===== config.mk =====
export PLATFORM = sky130hd
export DESIGN_NAME = router_pkt_rx
export DESIGN_NICKNAME = d
export VERILOG_FILES = /design/src/rtl/router_pkt_rx.sv
export SDC_FILE = /design/constraint.sdc
export NUM_CORES = 1
export LEC_CHECK = 0
export CORE_MARGIN = 2
export CORE_UTILIZATION = 25
export DETAILED_ROUTE_END_ITERATION = 7
export SYNTH_ARGS = -nofsm -noshare
export SYNTH_HDL_FRONTEND = slang
export SYNTH_SLANG_ARGS = --single-unit

===== constraint.sdc =====
create_clock -name clk -period 5.5 [get_ports clk]
set_clock_uncertainty 0.1 [all_clocks]
set_input_delay 0.55 -clock clk [delete_from_list [all_inputs] [get_ports clk]]
set_output_delay 0.55 -clock clk [all_outputs]
set_load 0.05 [all_outputs]

===== src/rtl/router_pkt_rx.sv =====
// Egress packet receiver: parses DA/SA/LEN/payload/CRC, counts good packets and length/CRC/truncation errors.
// Latency: pkt_done/error one cycle after the deciding byte; rdata one cycle after rd.
// Backpressure: none, one byte per cycle is always accepted; bytes arriving while disabled are drained.
module router_pkt_rx #(
    parameter int unsigned MAX_LEN = 64,
    parameter int unsigned MIN_LEN = 4
) (
    input  logic        clk,
    input  logic        reset,
    input  logic [7:0]  dut_outp,
    input  logic        outp_valid,
    input  logic        wr,
    input  logic        rd,
    input  logic [7:0]  addr,
    input  logic [31:0] wdata,
    output logic [31:0] rdata,
    output logic        busy,
    output logic        pkt_done,
    output logic        error
);
    localparam logic [7:0] MAX_L = 8'(MAX_LEN);
    localparam logic [7:0] MIN_L = 8'(MIN_LEN);

    typedef enum logic [2:0] {ST_IDLE, ST_SA, ST_LEN, ST_BODY, ST_DRAIN} state_t;

    state_t      state_q, state_d;
    logic [7:0]  da_q, da_d, sa_q, sa_d, len_q, len_d, crc_q, crc_d, rem_q, rem_d;
    logic        pkt_done_q, pkt_done_d, error_q, error_d;
    logic        inc_good, inc_crc, inc_len, inc_trunc;
    logic        en_q, ctrl_wr, clr;
    logic [31:0] good_q, crc_err_q, len_err_q, trunc_err_q, byte_q, last_hdr_q;
    logic [31:0] rdata_q, rdata_d;
    logic        wdata_unused;

    function automatic logic [31:0] sat_add(input logic [31:0] v, input logic [7:0] n);
        logic [32:0] s;
        s = {1'b0, v} + {25'b0, n};
        return s[32] ? 32'hFFFF_FFFF : s[31:0];
    endfunction

    always_comb begin
        state_d    = state_q;
        da_d       = da_q;
        sa_d       = sa_q;
        len_d      = len_q;
        crc_d      = crc_q;
        rem_d      = rem_q;
        pkt_done_d = 1'b0;
        error_d    = 1'b0;
        inc_good   = 1'b0;
        inc_crc    = 1'b0;
        inc_len    = 1'b0;
        inc_trunc  = 1'b0;
        case (state_q)
            ST_IDLE: begin
                if (outp_valid) begin
                    if (en_q) begin
                        da_d    = dut_outp;
                        crc_d   = dut_outp;
                        state_d = ST_SA;
                    end else begin
                        state_d = ST_DRAIN;
                    end
                end
            end
            ST_SA: begin
                if (outp_valid) begin
                    sa_d    = dut_outp;
                    crc_d   = crc_q ^ dut_outp;
                    state_d = ST_LEN;
                end else begin
                    error_d   = 1'b1;
                    inc_trunc = 1'b1;
                    state_d   = ST_IDLE;
                end
            end
            ST_LEN: begin
                if (outp_valid) begin
                    len_d = dut_outp;
                    crc_d = crc_q ^ dut_outp;
                    if (dut_outp < MIN_L || dut_outp > MAX_L) begin
                        error_d = 1'b1;
                        inc_len = 1'b1;
                        state_d = ST_DRAIN;
                    end else begin
                        rem_d   = dut_outp - 8'd3;
                        state_d = ST_BODY;
                    end
                end else begin
                    error_d   = 1'b1;
                    inc_trunc = 1'b1;
                    state_d   = ST_IDLE;
                end
            end
            ST_BODY: begin
                if (outp_valid) begin
                    // rem_q==1 marks the trailing CRC byte
                    if (rem_q == 8'd1) begin
                        if (dut_outp == crc_q) begin
                            pkt_done_d = 1'b1;
                            inc_good   = 1'b1;
                        end else begin
                            error_d = 1'b1;
                            inc_crc = 1'b1;
                        end
                        state_d = ST_IDLE;
                    end else begin
                        crc_d = crc_q ^ dut_outp;
                        rem_d = rem_q - 8'd1;
                    end
                end else begin
                    error_d   = 1'b1;
                    inc_trunc = 1'b1;
                    state_d   = ST_IDLE;
                end
            end
            ST_DRAIN: begin
                if (!outp_valid) state_d = ST_IDLE;
            end
            default: state_d = ST_IDLE;
        endcase
    end

    always_ff @(posedge clk or negedge reset) begin
        if (!reset) begin
            state_q    <= ST_IDLE;
            da_q       <= '0;
            sa_q       <= '0;
            len_q      <= '0;
            crc_q      <= '0;
            rem_q      <= '0;
            pkt_done_q <= 1'b0;
            error_q    <= 1'b0;
        end else begin
            state_q    <= state_d;
            da_q       <= da_d;
            sa_q       <= sa_d;
            len_q      <= len_d;
            crc_q      <= crc_d;
            rem_q      <= rem_d;
            pkt_done_q <= pkt_done_d;
            error_q    <= error_d;
        end
    end

    assign ctrl_wr      = wr && (addr == 8'h00);
    assign clr          = ctrl_wr && wdata[1];
    assign wdata_unused = ^wdata[31:2];

    // clr has priority over any increment landing in the same cycle
    always_ff @(posedge clk or negedge reset) begin
        if (!reset) begin
            en_q        <= 1'b1;
            good_q      <= '0;
            crc_err_q   <= '0;
            len_err_q   <= '0;
            trunc_err_q <= '0;
            byte_q      <= '0;
            last_hdr_q  <= '0;
        end else begin
            if (ctrl_wr) en_q <= wdata[0];
            if (clr) begin
                good_q      <= '0;
                crc_err_q   <= '0;
                len_err_q   <= '0;
                trunc_err_q <= '0;
                byte_q      <= '0;
                last_hdr_q  <= '0;
            end else begin
                if (inc_good) begin
                    good_q     <= sat_add(good_q, 8'd1);
                    byte_q     <= sat_add(byte_q, len_q);
                    last_hdr_q <= {8'h00, len_q, sa_q, da_q};
                end
                if (inc_crc)   crc_err_q   <= sat_add(crc_err_q, 8'd1);
                if (inc_len)   len_err_q   <= sat_add(len_err_q, 8'd1);
                if (inc_trunc) trunc_err_q <= sat_add(trunc_err_q, 8'd1);
            end
        end
    end

    always_comb begin
        rdata_d = '0;
        case (addr)
            8'h00:   rdata_d = {31'b0, en_q};
            8'h04:   rdata_d = good_q;
            8'h08:   rdata_d = crc_err_q;
            8'h0C:   rdata_d = len_err_q;
            8'h10:   rdata_d = trunc_err_q;
            8'h14:   rdata_d = byte_q;
            8'h18:   rdata_d = last_hdr_q;
            default: rdata_d = '0;
        endcase
    end

    always_ff @(posedge clk or negedge reset) begin
        if (!reset) rdata_q <= '0;
        else if (rd) rdata_q <= rdata_d;
    end

    assign rdata    = rdata_q;
    assign busy     = (state_q != ST_IDLE);
    assign pkt_done = pkt_done_q;
    assign error    = error_q;
endmodule


Word-level counts from Yosys, hierarchy flattened

Cells that the tools add are included.

Register bits after elaboration: 270
Bits of input ports: 53
Output and inout port bits: 35
Logic and storage cells: 121

Add/sub/neg operators: 7
Order comparisons: 2
Equal/unequal tests: 21
Multiplexer cells: 54
Bitwise operators: 1
Reduce and logical (&&, ||, !) cells: 20

Operators with widths:

| kind                  | count |
|---|---|
| $mux 32               | 17 |
| $pmux 32 s7           | 1 |
| $add 32x1->33 const B | 4 |
| $mux 8                | 9 |
| $add 32x8->33         | 1 |
| $eq 8x5->1 const B    | 3 |
| $pmux 8 s3            | 1 |
| $mux 3                | 7 |
| $eq 8x4->1 const B    | 2 |
| $pmux 8 s2            | 1 |
| $mux 1                | 15 |
| $pmux 3 s5            | 1 |
| $ne 2x2->1 const B    | 7 |
| $reduce_bool 2->1     | 5 |
| $eq 8x1->1 const B    | 1 |
| $eq 8x3->1 const B    | 1 |
| $eq 8x8->1            | 1 |
| $gt 8x7->1 const B    | 1 |
| $logic_not 8->1       | 1 |
| $lt 8x3->1 const B    | 1 |
| $sub 8x1->8 const B   | 1 |
| $sub 8x2->8 const B   | 1 |
| $xor 8x8->8           | 1 |
| $eq 3x2->1 const B    | 2 |
| other kinds (16)      | 20 |

Depth between registers and ports, before layout

Gate-level depths: netlist (run 1).

Depth after elaboration: 7
Gate-level depth with buffers: 11
Gate-level depth less buffers: 9

Worst setup path after synthesis (run 1)

No wires, ideal clock.

Path type: input to register
Start: input dut_outp[0]
End: register len_err_q[26]
Arrival: 2.518 ns
Data required time: 5.263 ns
Setup slack: 2.745 ns
Cell stages on the path: 9
Buffers on the path: 1
Cell sequence: clkbuf_1 inv_1 ha_1 and3b_2 mux2_4 nor4b_4 and2_4 and4_2 a211oi_2

Cells in the longest elaborated chain, start to end: 6
Elaborated cells between the ends (all ways): 7
Classes of those cells: order compare: 2; mux: 3; reduce/logical: 2

Ends and longest elaborated chain:

| item                                     | line | source |
|---|---|---|
| start, declared                          | 10   | `input logic [7:0] dut_outp,` |
| $lt 8x3->1 or $gt 8x7->1 (tied branches) | 81   | `if (dut_outp < MIN_L \|\| dut_outp > MAX_L) begin` |
| $logic_or 1x1->1 *                       | 81   |  |
| $mux 1 *                                 | 81   |  |
| $mux 1 *                                 | 78   | `if (outp_valid) begin` |
| $mux 1 *                                 | 54   | `case (state_q)` |
| $reduce_bool 2->1 (no source line) *     | --   |  |
| end signal, assigned                     | 176  | `if (inc_len) len_err_q <= sat_add(len_err_q, 8'd1);` |
| end, declared                            | 31   | `logic [31:0] good_q, crc_err_q, len_err_q, trunc_err_q, byte_q, last_hdr_q;` |

Every way passes the cells marked *; elsewhere a longest branch is shown, timed or not.
A chain may end at the register's enable or synchronous reset.

Final worst setup path (run 1)

Start: input dut_outp[3]
End: register good_q[16]

Cells in the longest elaborated chain, start to end: 6

Ends and longest elaborated chain:

| item                               | line | source |
|---|---|---|
| $eq 8x8->1                         | 99   | `if (dut_outp == crc_q) begin` |
| $mux 1                             | 99   |  |
| $mux 1                             | 98   | `if (rem_q == 8'd1) begin` |
| $mux 1                             | 96   | `if (outp_valid) begin` |
| $mux 1                             | 54   |  |
| $reduce_bool 2->1 (no source line) | --   |  |
| end signal, assigned               | 171  | `good_q <= sat_add(good_q, 8'd1);` |
| end, declared                      | 31   |  |

Every way passes these cells.

==> out/metrics.cfg, run 1 <==
[drt]
drt_pre_antenna_iters=7
antenna_left=0
vias=13400
routedWlPerCell_um=19.6
avgViaCountPerCell=5.56
wl_um=47400
drc=0
first_iter_violations=1607

[layout]
fillers=6013
multi_input_area_mm2=0.00730
area_growth_pct=16.1
antenna-diode-count=0
regArea_mm2=0.00656
nNetsFinal=1698
final_layout_size_suffix_gt1_frac=0.0829

[worst_setup_path]
endpoint_kind=flop
crit_required_ps=5860
critPathLaunchType=input port
cp.arrival_ps=4070
cp_max_fo=30
slowest_delay_ps=730
crit_path_cell_trace=clkdlybuf4s50_1 > xor2_1 > nor4_1 > nand3_2 > inv_2 > buf_4 > and3_1 > a31oi_1 > o21a_1
cp_slowest_cell=nor4_1
worst-setup-path-type=input port to flop

[power_and_ir_drop]
p_int_mw=3.26
power_frac_comb=0.040
power.switching_mw=0.976
switching_share=0.230
cellPowerDensity_mw_per_mm2=251
power_frac_seq=0.472
p_leak_nw=6.60
power_frac_clock=0.488
power.total_mw=4.24
ir_worst_vdd_uv=262

[synth]
mappedNetlistArea_mm2=0.0145
synth_cell_types=83
async_flop_share=1.00
syn_inst=1619
seq_area_frac_synth=0.451
syn_avg_cell_area_um2=8.97
synth_edf_count=0
synth_nets=1689
yosys_warnings=0
synth_seq_cells=262
ys.flop_type=dfrtp_1

[timing]
tightest_slew_ps=1110
finalHoldViolCount=0
holdWs_ps=383
slew_viol_final=0
timing.fmax_mhz=270
rsz0062_at_grt=false
finalSetupViolations=0
tns_ps=0
maxSlewHeadroom=0.252
finalCritPeriodShare=0.674
finalCriticalPeriod_ps=3710

[clocking]
hold_buffers=1
cts_tree=yes
cts_sinks=262
ctsRootBufferMaster=clkbuf_16
clk_path_buf_depth=3
cts_made_buffers=30
clk_pin_slew_ps=60
cts-htree-levels=1
clk_latency_ps=580
cts_resized=0
post_cts_buffers=0

[grt]
grt_max_degree=134
grt_pass1_wl_um=73800
overflow=0
grt_pass1_vias=12400
groute.usage.overall=0.154
antenna_found_initial=0

[die]
die_h_um=245
rows=88
die_w_um=245
die-area_mm2=0.0600
start_util=0.252
coreArea_mm2=0.0576
ios=88

[run_status]
status=completed

[flow_run]
maxCapViolCount=0

[worst_hold_path]
hold_path_class=flop to flop

[placement]
hpwl_um=33500
portBuffers=57
gp_congestion=0.919

==> flip-flops by register name (all words and copies together), names as in the netlist, 24 cells and up <==
name and cells:
crc_err_q 32, rdata 32, byte_q 32, len_err_q 32
trunc_err_q 32, last_hdr_q 24, good_q 32
==> layout make-up <==
| cell class | count | share of cell area |
|---|---|---|
| Tap cell | 765 | 0.0567 |
| Inverter | 54 | 0.0120 |
| Clock inverter | 12 | 0.00668 |
| Timing Repair Buffer | 87 | 0.0491 |
| Clock buffer | 44 | 0.0542 |
| Sequential cell | 262 | 0.389 |
| Multi-Input combinational cell | 1193 | 0.433 |
==> kinds of logic (layout without fill, tap and decap cells) <==
| family | Yosys count | count (layout) | share of synthesized area |
|---|---|---|---|
| simple gates | 616 | 616 | 0.219 |
| compound gates | 517 | 517 | 0.237 |
| flops | 262 | 262 | 0.451 |
| buf+inv | 164 | 197 | 0.0481 |
| mux | 23 | 23 | 0.0175 |
| xor+xnor | 20 | 20 | 0.0121 |
| fa+ha+maj | 17 | 17 | 0.0152 |
==> cells in the mapped netlist (all sizes together) (5+ instances only) <==
master,n,area (um2)
a211oi,28,215
a21o,15,114
a21oi,127,636
a222oi,8,80.1
a22oi,77,578
a311oi,31,272
a31oi,42,263
a41o,5,50.1
a41oi,15,131
and2,20,128
and3,63,395
and4,18,160
buf,27,143
clkbuf,83,354
dfrtp,261,6530
ha,16,200
inv,54,203
mux2,16,184
mux2i,7,70.1
nand2,155,582
nand2b,5,38.8
nand3,61,310
nand4,34,213
nor2,108,405
nor2b,5,31.3
nor3,75,380
nor3b,5,37.5
nor4,31,200
o211a,10,100
o21a,12,90.1
o21ai,79,395
o22ai,35,219
or3,13,81.3
or4,6,52.6
xor2,16,140
==> power groups by stage <==
stage               sequential, mW  combinational (mW)  clock, mW
finish                        2.00               0.170       2.07
detailed placement            2.03               0.173          0
floorplan                     2.02              0.0912          0
global route                  2.00               0.193       2.21
global placement              2.03               0.169          0
CTS                           2.00               0.174       2.11
==> metrics by stage <==
step                std cells  setup slack (ps)  utilization  instance area, um2
floorplan                1619              2750            -               14500
global placement         2360              1230        0.275               15800
detailed placement       2360              1200        0.275               15800
CTS                      2417              1780        0.293               16900
global route             2417              1510        0.293               16900
finish                   2417              1790        0.293               16900
==> layout by cell type, fill, tap and decap left out, drive strengths merged, types with 31 or more instances in the layout <==
cell type      Yosys  routed
dfrtp            261     261
nand2            155     155
a21oi            127     127
nor2             108     108
o21ai             79      79
a22oi             77      77
nor3              75      75
and3              63      63
nand3             61      61
clkdlybuf4s50      0      56
inv               54      54
clkbuf            83      44
a31oi             42      42
o22ai             35      35
nand4             34      34
a311oi            31      31
nor4              31      31
==> layer usage <==
layer / track usage / up-vias / wire length, um / share of wire
met5: 0 / - / 0 / 0
met4: 0.0520 / 0 / 1800 / 0.038
met3: 0.0207 / 87 / 3300 / 0.070
met2: 0.234 / 556 / 21000 / 0.44
met1: 0.223 / 6638 / 21300 / 0.45
li1: - / 6151 / - / -
==> path summary, 6_finish.rpt <==
| path | start | to | slack [ps] | depth (start not counted) |
|---|---|---|---|---|
| min in group asynchronous | reset | sa_q[4] | 440 | 2 |
| min reg2reg | da_q[0] | da_q[0] | 380 | 2 |
| max in group asynchronous | reset | len_err_q[9] | 3630 | 3 |
| max | dut_outp[3] | good_q[16] | 1790 | 9 |
| min | da_q[0] | da_q[0] | 380 | 2 |
| max reg2reg | crc_q[3] | good_q[16] | 2120 | 8 |
==> critical path: cells and delay by family <==
family,cells,cell delay (ps)
AO/OA/AOI/OAI,2,230
AND/OR/NAND/NOR,3,1420
buffers and inverters,3,1580
XOR/XNOR,1,260
Power figures use the tool's default switching activity.
==> run 2: changes to the inputs <==
clock period = 3.31 ns   (was 5.5 ns; I/O delays follow)
==> run 2 against run 1 <==
Via count increased by 0.44%. Worst hold slack lost 110 ps. Die area is the same. Sequential power rose by 66%. Register-to-register slack got worse by 1800 ps. Critical path depth decreased by 2. Design area up 1.5%. Count of clock-buffer cells in the layout decreased by 1. Setup slack got worse by 1500 ps. Wire length grew 1.4%. Total power is 63% higher. Largest power group is now registers. Highest routed layer unchanged.
==> out/metrics.cfg, run 2 (synthesized netlist as in run 1, its figures left out) <==
[run_status]
status=completed  ; unchanged

[clocking]
cts_sinks=262  ; unchanged
cts-htree-levels=1  ; unchanged
post_cts_buffers=0  ; unchanged
hold_buffers=1  ; unchanged
cts_tree=yes  ; unchanged
cts_resized=0  ; unchanged
clk_pin_slew_ps=60  ; about the same
cts_made_buffers=29  ; was 30
clk_latency_ps=560  ; was 580 ps
ctsRootBufferMaster=clkbuf_16  ; unchanged
clk_path_buf_depth=3  ; unchanged

[placement]
dp_slack_ps=206  ; was 1200 ps
gp_congestion=0.922  ; was 0.919
hpwl_um=34200  ; was 33500 um
portBuffers=57  ; unchanged

[power_and_ir_drop]
p_leak_nw=6.73  ; was 6.60 nW
power_frac_comb=0.044  ; was 0.040
cellPowerDensity_mw_per_mm2=403  ; was 251 mW/mm2
power_frac_seq=0.481  ; was 0.472
p_int_mw=5.31  ; was 3.26 mW
power.switching_mw=1.60  ; was 0.976 mW
power_frac_clock=0.475  ; was 0.488
switching_share=0.231  ; was 0.230
ir_worst_vdd_uv=359  ; was 262 uV
power.total_mw=6.91  ; was 4.24 mW

[die]
ios=88  ; unchanged
rows=88  ; unchanged
start_util=0.252  ; unchanged
die_w_um=245  ; unchanged
die_h_um=245  ; unchanged
coreArea_mm2=0.0576  ; unchanged
die-area_mm2=0.0600  ; unchanged

[worst_setup_path]
endpoint_kind=flop  ; unchanged
cp.arrival_ps=3410  ; was 4070 ps
worst-setup-path-type=flop to flop  ; was input port to flop
crit_path_cell_trace=ha_1 > nand3_1 > or4_1 > or4_1 > nand2_1 > o21ai_0 > nor2_1  ; was clkdlybuf4s50_1 > xor2_1 > nor4_1 > nand3_2 > inv_2 > buf_4 > and3_1 > a31oi_1 > o21a_1
cp_slowest_cell=or4_1  ; was nor4_1
critPathLaunchType=flop  ; was input port
rrSetupSlack_ps=300  ; was 2120 ps
path_buf_inv=0  ; was 3
slowest_delay_ps=730  ; about the same
critPathTopFamily=simple AND/OR/NAND/NOR gates  ; was buffers and inverters
cpMostUsedCell=or4_1
crit_required_ps=3700  ; was 5860 ps
cp_max_fo=6  ; was 30

[drt]
wl_um=48100  ; was 47400 um
drc=0  ; unchanged
drt_pre_antenna_iters=5  ; was 7
first_iter_violations=1432  ; was 1607
avgViaCountPerCell=5.53  ; was 5.56
vias=13500  ; was 13400
antenna_left=0  ; unchanged
routedWlPerCell_um=19.7  ; was 19.6 um

[layout]
nNetsFinal=1726  ; was 1698
final_common_cell=dfrtp_1  ; unchanged
final_layout_size_suffix_gt1_frac=0.0949  ; was 0.0829
fillers=5993  ; was 6013
antenna-diode-count=0  ; unchanged
mostFrequentLayoutCells=dfrtp_1, nand2_1, a21oi_1, nor2_1, o21ai_0  ; unchanged
final_util=0.297  ; was 0.293
area_growth_pct=17.9  ; was 16.1%

[timing]
holdWs_ps=272  ; was 383 ps
worst_slack_ps=296  ; was 1790 ps
rsz0062_at_grt=false  ; unchanged
finalCritPeriodShare=0.911
finalHoldViolCount=0  ; unchanged
maxSlewHeadroom=0.435  ; was 0.252
tightest_slew_ps=840  ; was 1110 ps
finalCriticalPeriod_ps=3010
timing.fmax_mhz=332
tns_ps=0  ; unchanged
finalSetupViolations=0  ; unchanged
slew_viol_final=0  ; unchanged

[grt]
antenna_found_initial=1  ; was 0
grt_max_degree=88  ; was 134
overflow=0  ; unchanged
groute.usage.overall=0.156  ; was 0.154
grt_pass1_wl_um=75300  ; was 73800 um
grt_pass1_vias=12700  ; was 12400

[flow_run]
maxCapViolCount=0  ; unchanged

[worst_hold_path]
hold_path_class=input port to async pin  ; was flop to flop

[run 2: area by class of cell]
class                   count  area (um2)  share of cell area
multi-input cells        1193        7300               0.426
flip-flops and latches    262        6560               0.383
repair buffers            116        1160              0.0677
well taps                 765         957              0.0559
clock buffers              43         858              0.0501
inverters                  54         203              0.0118
clock inverters             8        92.6             0.00541
[run 2: worst paths after layout]
| path | to | depth (start not counted) | start |
|---|---|---|---|
| worst max-delay path | crc_err_q[15] | 7 | crc_err_q[0] |
| worst min-delay path | sa_q[6] | 2 | reset |
| worst max register to register | crc_err_q[15] | 7 | crc_err_q[0] |
| worst min register to register | da_q[1] | 2 | da_q[1] |
| max in group asynchronous | rdata[15] | 3 | reset |
| min in group clk | en_q | 2 | wdata[0] |
[run 2: power groups by stage]
stage,Clock (mW),Sequential [mW],Combinational [mW]
after floorplan,0,3.36,0.152
after global placement,0,3.38,0.301
after detailed placement,0,3.38,0.307
after CTS,3.34,3.32,0.310
after global routing,3.47,3.33,0.343
final,3.28,3.32,0.304
[run 2: per-layer routing]
layer	GRT usage	vias to the layer above	routed length, um
met5	0	-	0
met4	0.0482	0	1410
met3	0.0231	77	3350
met2	0.245	565	21900
met1	0.222	6646	21400
li1	-	6203	-
[run 2: through the flow]
| stage | instance area (um2) | instances |
|---|---|---|
| detailed placement | 16200 | 2389 |
| floorplan | 14500 | 1619 |
| global placement | 16200 | 2389 |
| CTS | 17100 | 2441 |
| global route | 17100 | 2441 |
| finish | 17100 | 2441 |
